[config.mk]
export PLATFORM = sky130hd
export DESIGN_NAME = pulse_gen
export DESIGN_NICKNAME = d
export VERILOG_FILES = /design/src/rtl/pulse_gen.sv
export SDC_FILE = /design/constraint.sdc
export NUM_CORES = 1
export LEC_CHECK = 0
export BUFFER_PORTS_ARGS = -buffer_cell sky130_fd_sc_hd__buf_2
export CAP_MARGIN = 20
export CORE_UTILIZATION = 61
export CTS_CLUSTER_DIAMETER = 150
export DETAILED_ROUTE_END_ITERATION = 16
export MAX_ROUTING_LAYER = met4
export PLACE_DENSITY = 0.83
export SKIP_CTS_REPAIR_TIMING = 1
export SLEW_MARGIN = 25
export SYNTH_ARGS = -nofsm -noshare
export SYNTH_HDL_FRONTEND = slang
export SYNTH_SLANG_ARGS = --single-unit
[constraint.sdc]
create_clock -name clk -period 3.43 [get_ports clk]
set_input_delay 0.686 -clock clk [delete_from_list [all_inputs] [get_ports clk]]
set_output_delay 0.686 -clock clk [all_outputs]
set_load 0.02 [all_outputs]
[src/rtl/pulse_gen.sv]
// Register-mapped pulse/PWM source: programmable period, high width and burst count,
// with continuous mode and busy/done/cfg_err status. Drives the gate stage gen_in.
module pulse_gen #(
  parameter int                    DATA_WIDTH = 8,
  parameter logic [DATA_WIDTH-1:0] BASE_ADDR  = 8'h10,
  parameter int                    CNT_WIDTH  = 16
) (
  input  logic                  clk,
  input  logic                  res,
  input  logic [DATA_WIDTH-1:0] addr,
  input  logic [DATA_WIDTH-1:0] data_in,
  input  logic                  we,
  input  logic                  init,
  output logic [DATA_WIDTH-1:0] data_out,
  output logic                  gen_out,
  output logic                  busy
);

  typedef enum logic [1:0] {IDLE = 2'd0, HIGH = 2'd1, LOW = 2'd2, DONE = 2'd3} state_t;

  state_t                  state_r;
  logic [CNT_WIDTH-1:0]    per_r, wid_r, sh_per_r, sh_wid_r, cnt_r;
  logic [7:0]              burst_r, sh_burst_r, pulses_r;
  logic                    sh_cont_r, done_r, cfg_err_r;

  logic [DATA_WIDTH-1:0]   off_s;
  logic [DATA_WIDTH-1:0]   rd_s;
  logic                    ctrl_wr_s, start_s, stop_s;
  logic [7:0]              burst_eff_s;
  logic                    more_s;

  // A configuration is unusable when there is no high phase or no low phase.
  function automatic logic cfg_bad(input logic [CNT_WIDTH-1:0] w, input logic [CNT_WIDTH-1:0] p);
    return (w == CNT_WIDTH'(0)) || (w >= p);
  endfunction

  assign off_s     = addr - BASE_ADDR;
  assign ctrl_wr_s = we && (off_s == 8'd0);
  assign start_s   = ctrl_wr_s && data_in[0];
  assign stop_s    = ctrl_wr_s && data_in[1];

  // Burst bookkeeping: a zero burst count means a single pulse.
  always_comb begin
    burst_eff_s = sh_burst_r;
    if (sh_burst_r == 8'd0) begin
      burst_eff_s = 8'd1;
    end else begin
      burst_eff_s = sh_burst_r;
    end
    more_s = ({1'b0, pulses_r} + 9'd1) < {1'b0, burst_eff_s};
  end

  // Read mux over the live register file.
  always_comb begin
    rd_s = 8'd0;
    case (off_s)
      8'd1:    rd_s = per_r[7:0];
      8'd2:    rd_s = per_r[15:8];
      8'd3:    rd_s = wid_r[7:0];
      8'd4:    rd_s = wid_r[15:8];
      8'd5:    rd_s = burst_r;
      8'd6:    rd_s = {5'd0, cfg_err_r, done_r, busy};
      default: rd_s = 8'd0;
    endcase
  end

  // Registered read data.
  always_ff @(posedge clk or negedge res) begin
    if (!res) begin
      data_out <= 8'd0;
    end else if (init) begin
      data_out <= 8'd0;
    end else begin
      data_out <= rd_s;
    end
  end

  // Live registers, shadow configuration and the pulse FSM.
  always_ff @(posedge clk or negedge res) begin
    if (!res) begin
      state_r <= IDLE;   per_r <= '0;       wid_r <= '0;     burst_r <= 8'd0;
      sh_per_r <= '0;    sh_wid_r <= '0;    sh_burst_r <= 8'd0; sh_cont_r <= 1'b0;
      cnt_r <= '0;       pulses_r <= 8'd0;  done_r <= 1'b0;  cfg_err_r <= 1'b0;
      gen_out <= 1'b0;   busy <= 1'b0;
    end else if (init) begin
      state_r <= IDLE;   per_r <= '0;       wid_r <= '0;     burst_r <= 8'd0;
      sh_per_r <= '0;    sh_wid_r <= '0;    sh_burst_r <= 8'd0; sh_cont_r <= 1'b0;
      cnt_r <= '0;       pulses_r <= 8'd0;  done_r <= 1'b0;  cfg_err_r <= 1'b0;
      gen_out <= 1'b0;   busy <= 1'b0;
    end else begin
      if (we) begin
        case (off_s)
          8'd1:    per_r[7:0]  <= data_in;
          8'd2:    per_r[15:8] <= data_in;
          8'd3:    wid_r[7:0]  <= data_in;
          8'd4:    wid_r[15:8] <= data_in;
          8'd5:    burst_r     <= data_in;
          default: ;
        endcase
      end
      case (state_r)
        IDLE: begin
          if (stop_s) begin
            state_r <= IDLE;
          end else if (start_s) begin
            done_r <= 1'b0;
            if (cfg_bad(wid_r, per_r)) begin
              cfg_err_r <= 1'b1;
            end else begin
              cfg_err_r  <= 1'b0;
              sh_per_r   <= per_r;
              sh_wid_r   <= wid_r;
              sh_burst_r <= burst_r;
              sh_cont_r  <= data_in[2];
              cnt_r      <= CNT_WIDTH'(1);
              pulses_r   <= 8'd0;
              state_r    <= HIGH;
              gen_out    <= 1'b1;
              busy       <= 1'b1;
            end
          end
        end
        HIGH: begin
          if (stop_s) begin
            state_r <= IDLE; gen_out <= 1'b0; busy <= 1'b0;
          end else begin
            cnt_r <= cnt_r + CNT_WIDTH'(1);
            if (cnt_r == sh_wid_r) begin
              state_r <= LOW;
              gen_out <= 1'b0;
            end
          end
        end
        LOW: begin
          if (stop_s) begin
            state_r <= IDLE; gen_out <= 1'b0; busy <= 1'b0;
          end else if (cnt_r == sh_per_r) begin
            pulses_r <= pulses_r + 8'd1;
            if (sh_cont_r || more_s) begin
              // Period boundary: pick up any timing written during the last period.
              sh_per_r <= per_r;
              sh_wid_r <= wid_r;
              if (cfg_bad(wid_r, per_r)) begin
                cfg_err_r <= 1'b1;
                state_r   <= IDLE;
                busy      <= 1'b0;
              end else begin
                cnt_r   <= CNT_WIDTH'(1);
                state_r <= HIGH;
                gen_out <= 1'b1;
              end
            end else begin
              state_r <= DONE;
              busy    <= 1'b0;
            end
          end else begin
            cnt_r <= cnt_r + CNT_WIDTH'(1);
          end
        end
        DONE: begin
          if (!stop_s) begin
            done_r <= 1'b1;
          end
          state_r <= IDLE;
        end
        default: begin
          state_r <= IDLE; gen_out <= 1'b0; busy <= 1'b0;
        end
      endcase
    end
  end

endmodule

### Yosys cells after proc, flatten, opt, wreduce, memory -nomap -nowiden

Index checks and enable logic that the tools add are counted.
W data, S select, Z words.

* bits in registers: 119
* bits in latches: 0
* memory bits (writable): 0
* ROM bits: 0
* output and inout bits: 10
* word-level logic and storage cells: 188
* memories: 0

* add/subtract/negate cells: 4
* multiply operators: 0
* divide/modulo/power cells: 0
* magnitude comparators: 2
* eq/ne operators: 30
* shift-type cells: 0
* muxes and demuxes: 101
* bitwise operators: 0
* reductions and logical operators: 34

Operators with widths (number)
* $mux W16: 26
* $mux W8: 20
* $pmux W16 S2: 2
* $pmux W16 S3: 1
* $pmux W8 S6: 1
* $mux W1: 36
* $eq A16 B16 Y1: 2
* $ne A3 B3 Y1 const B: 10
* $eq A8 B3 Y1 const B: 3
* $ne A4 B4 Y1 const B: 6
* $reduce_and A7 Y1: 3
* $mux W2: 9
* $reduce_and A6 Y1: 3
* $add A16 B1 Y16 const B: 1
* $eq A8 B2 Y1 const B: 2
* $ge A16 B16 Y1: 1
* $logic_not A16 Y1: 1
* $logic_not A8 Y1: 2
* $pmux W8 S2: 1
* $reduce_bool A2 Y1: 8
* $reduce_and A4 Y1: 3
* $reduce_and A2 Y1: 5
* $add A8 B1 Y9 const B: 1
* $lt A9 B8 Y1: 1
* other kinds (15): 23

### Depth between registers and ports, before layout

* depth after elaboration: 9
* gate-level depth with buffers: 12

### Worst setup path after synthesis

No wires, ideal clock.

* path type: reg2reg
* start: reg pulses_r[0]
* end: reg sh_per_r[0]
* setup time: 0.125 ns
* arrival: 2.651 ns
* required time: 3.305 ns
* setup slack: 0.654 ns
* stages on the path, launching flop included: 13
* buffers on the path: 1
* clock period less this slack: 2.776 ns
* cell sequence: dfrtp_1 -> ha_1 -> nand3_1 -> nor2_1 -> xnor2_1 -> ha_1 -> a21oi_1 -> nor2b_1 -> o31a_1 -> nor2_1 -> o2111ai_4 -> buf_6 -> mux2_4

* longest elaborated chain between the ends: 5

Ends and longest elaborated chain
* start: declaration: RTL line 23 `logic [7:0] burst_r, sh_burst_r, pulses_r;`
* start signal: assignment: RTL line 138 `pulses_r <= pulses_r + 8'd1;`
* $add A8 B1 Y9: RTL line 50 `more_s = ({1'b0, pulses_r} + 9'd1) < {1'b0, burst_eff_s};`
* $lt A9 B8 Y1: RTL line 50
* $logic_or A1 B1 Y1: RTL line 139 `if (sh_cont_r || more_s) begin`
* $ne A3 B3 Y1 (no source line)
* $reduce_and A7 Y1 (no source line)
* end signal: assignment: RTL line 111 `sh_per_r <= per_r;`
* end signal: assignment: RTL line 141 `sh_per_r <= per_r;`
* end: declaration: RTL line 22 `logic [CNT_WIDTH-1:0] per_r, wid_r, sh_per_r, sh_wid_r, cnt_r;`

No other way between the ends.
A chain may end at the register's enable or synchronous reset.

### Worst setup path in the final report

* start: reg pulses_r[0]
* end: reg sh_per_r[6]

The elaborated chain is that of the path after synthesis.

==> impl_metrics.toml <==
[run_status]
status = "completed"

[final_layout]
drive_above_1_share_pct = 15.2
nNetsFinal = 811
syn_to_final_growth_pct = 11.5
antennaDiodeCount = 0
fill_cells = 848
design_area_um2 = 7990

[clock_network]
path_clk_slew_ps = 60
cts.sinks = 119
tritoncts = "built"
clkLatencyLatePin_ps = 430
cts.root.buffer_cell = "clkbuf_16"
cts_buffer_depth = 2
cts_max_level = 4
cts_buffers = 17

[logic_synthesis]
syn-instance-count = 749
synth_warnings = 0
synth_edf_count = 0
async_flop_share_pct = 100
netlist_area_um2 = 7170
avgSynthCellArea_um2 = 9.57
ys_seq_area_share_pct = 41.5
ys_ff_latch = 119
synth_cell_types = 64
ys.flop_type = "dfrtp_1"
synth.net_count = 798

[sta]
fin_setup_tns_ps = 0
rsz0062_at_grt = "no"
drv_slew = 0
skew_ps = 9.55
setup_viol = 0
max_slew_margin_pct = 40.3
fin_ws_ps = 295
layout_min_cycle_time_ps = 3130
min_period_over_period_pct = 91.4
worst-slew-pin-transition_ps = 894
fmax_ghz = 0.319
fin_hold_ws_ps = 307
final-hold-violation-count = 0

[place]
gp_congestion = 0.952
hpwl_um = 13100
dpl_worst_slack_ps = 344
port-buffer-count = 29
dpl-instance-area_um2 = 7390

[route]
drt_pass1_iterations = 5
ant_nets = 0
drc = 0
vias = 5939
wl_per_cell_um = 20.3
vias_per_cell = 6.48
drt_iter0_markers = 552
routed_wl_um = 18600

[floorplan]
rows = 39
dieArea_um2 = 12200
boundaryPins = 30
core_area_um2 = 11400
die_h_um = 110
floorplan.initialDensity_pct = 62.8
die_w_um = 110

[global_route]
grt_usage_pct = 33.2
gr-total-overflow = 0
grt_start_max_net_pins = 78
grt_pass1_vias = 5829
antenna_found_initial = 0
grt_pass1_wl_um = 30700

[worst_setup_path]
worstPathRequired_ps = 3740
startpoint_type = "flop"
crit_start = "pulses_r[0]"
crit_type = "reg -> reg"
cp_max_fo = 32
r2r_start = "pulses_r[0]"
cp-end-kind = "flop"
arrival_ps = 3450

[power]
power-per-cell-area_nw_per_um2 = 512
vdd.ir_drop.worst_uv = 397
p_leak_nw = 3.73

[job]
drv_cap = 0

[hold_path]
hold_class = "in -> async"
[per-layer routing]
layer  global-route usage, %  vias to the layer above  share of wire [%]
met5                       -                        -                  0
met4                    14.3                        0                3.7
met3                    8.12                       68                8.5
met1                    43.9                     2860                 42
met2                    48.9                      324                 46
li1                        -                     2687                  -
[cell families after synthesis]
family / count (synthesis) / share of synthesized area, %
AOI/OAI and AO/OA: 144 / 14.1
xor gates and xnor gates: 38 / 4.64
adders and majority gates: 29 / 5.06
buffers and inverters: 90 / 5.29
DFF: 119 / 41.5
muxes: 69 / 11.8
and+or+nand+nor: 260 / 17.6
[power breakdown]
group	switching (mW)	total, mW	internal, mW
registers	0.0400	1.47	1.43
logic	0.516	0.811	0.294
clock network	0.652	1.81	1.16
[sequential cells by signal, summed over array words and instances, names as in the netlist]
signal	count
cnt_r	16
burst_r	8
data_out	8
done_r	1
sh_cont_r	1
gen_out	1
pulses_r	8
sh_per_r	16
sh_burst_r	8
state_r	2
busy	1
sh_wid_r	16
per_r	16
cfg_err_r	1
wid_r	16
[layout make-up]
type | instances | area (um^2) | share of cell area, %
inverter | 43 | 161 | 2.02
tap | 143 | 179 | 2.24
sequential | 119 | 2980 | 37.3
clock buffer | 20 | 447 | 5.59
timing repair buffer | 41 | 263 | 3.29
multi-input combinational | 540 | 3810 | 47.7
clock inverter | 11 | 151 | 1.89
[critical path, cell delays in order (launching register included)]
cell	delay, ps
dfrtp_1	440
ha_1	220
nand3_1	160
nor2_1	180
xnor2_1	170
ha_1	280
a21oi_1	140
nor2b_1	60
o31a_1	370
nor2_1	280
o2111ai_4	150
buf_12	220
mux2_4	320
[stage by stage]
step	std cells	total power, mW	util [%]
2_1_floorplan	749	2.08	-
3_3_place_gp	886	2.27	64.7
3_5_place_dp	886	2.29	64.7
4_1_cts	917	4.09	70.0
5_1_grt	917	4.23	70.0
6_report	917	4.09	70.0
[worst paths after layout]
kind / cells after the start / slack, ps / endpoint
worst max-delay path: 12 / 300 / sh_per_r[6]
worst min-delay path: 1 / 310 / cnt_r[12]
worst max register to register: 12 / 300 / sh_per_r[6]
worst min register to register: 2 / 530 / per_r[12]
max in group asynchronous: 2 / 2330 / done_r
min in group clk: 2 / 530 / per_r[12]
[placed cells by master (no fill, tap or decap), types with 3 or more instances in the layout]
cell / netlist / layout
clkinv_4: 0 / 3
nand4_1: 9 / 9
nor2_1: 53 / 53
nand2b_1: 6 / 6
o21ai_0: 19 / 19
and3_1: 8 / 8
inv_1: 43 / 43
a221oi_1: 8 / 8
nand2_1: 88 / 88
mux2_2: 6 / 6
a22oi_1: 9 / 9
buf_4: 2 / 11
dfrtp_1: 119 / 119
o211ai_1: 4 / 4
clkbuf_16: 0 / 17
mux2i_1: 33 / 33
ha_1: 29 / 29
and2_1: 3 / 3
buf_2: 7 / 28
a41oi_1: 14 / 14
mux2_4: 30 / 30
nor3_1: 12 / 12
or2_2: 5 / 5
a21oi_1: 38 / 38
clkinvlp_4: 0 / 4
xor2_1: 17 / 17
bufinv_16: 0 / 3
nand3_1: 26 / 26
nor4_1: 14 / 14
a31oi_1: 17 / 17
a32oi_1: 3 / 3
a2111oi_0: 3 / 3
nor2b_1: 22 / 22
xnor2_1: 21 / 21
a211oi_1: 4 / 4
[synth_stat cells, types with 21 or more instances]
cell        n  area, um^2
mux2_4     30         450
dfrtp_1   119        2980
nor2b_1    22         138
ha_1       29         363
nor2_1     53         199
xnor2_1    21         184
mux2i_1    33         330
nand2_1    88         330
clkbuf_1   33         124
inv_1      43         161
a21oi_1    38         190
nand3_1    26         130
(Power assumes the default switching activity.)
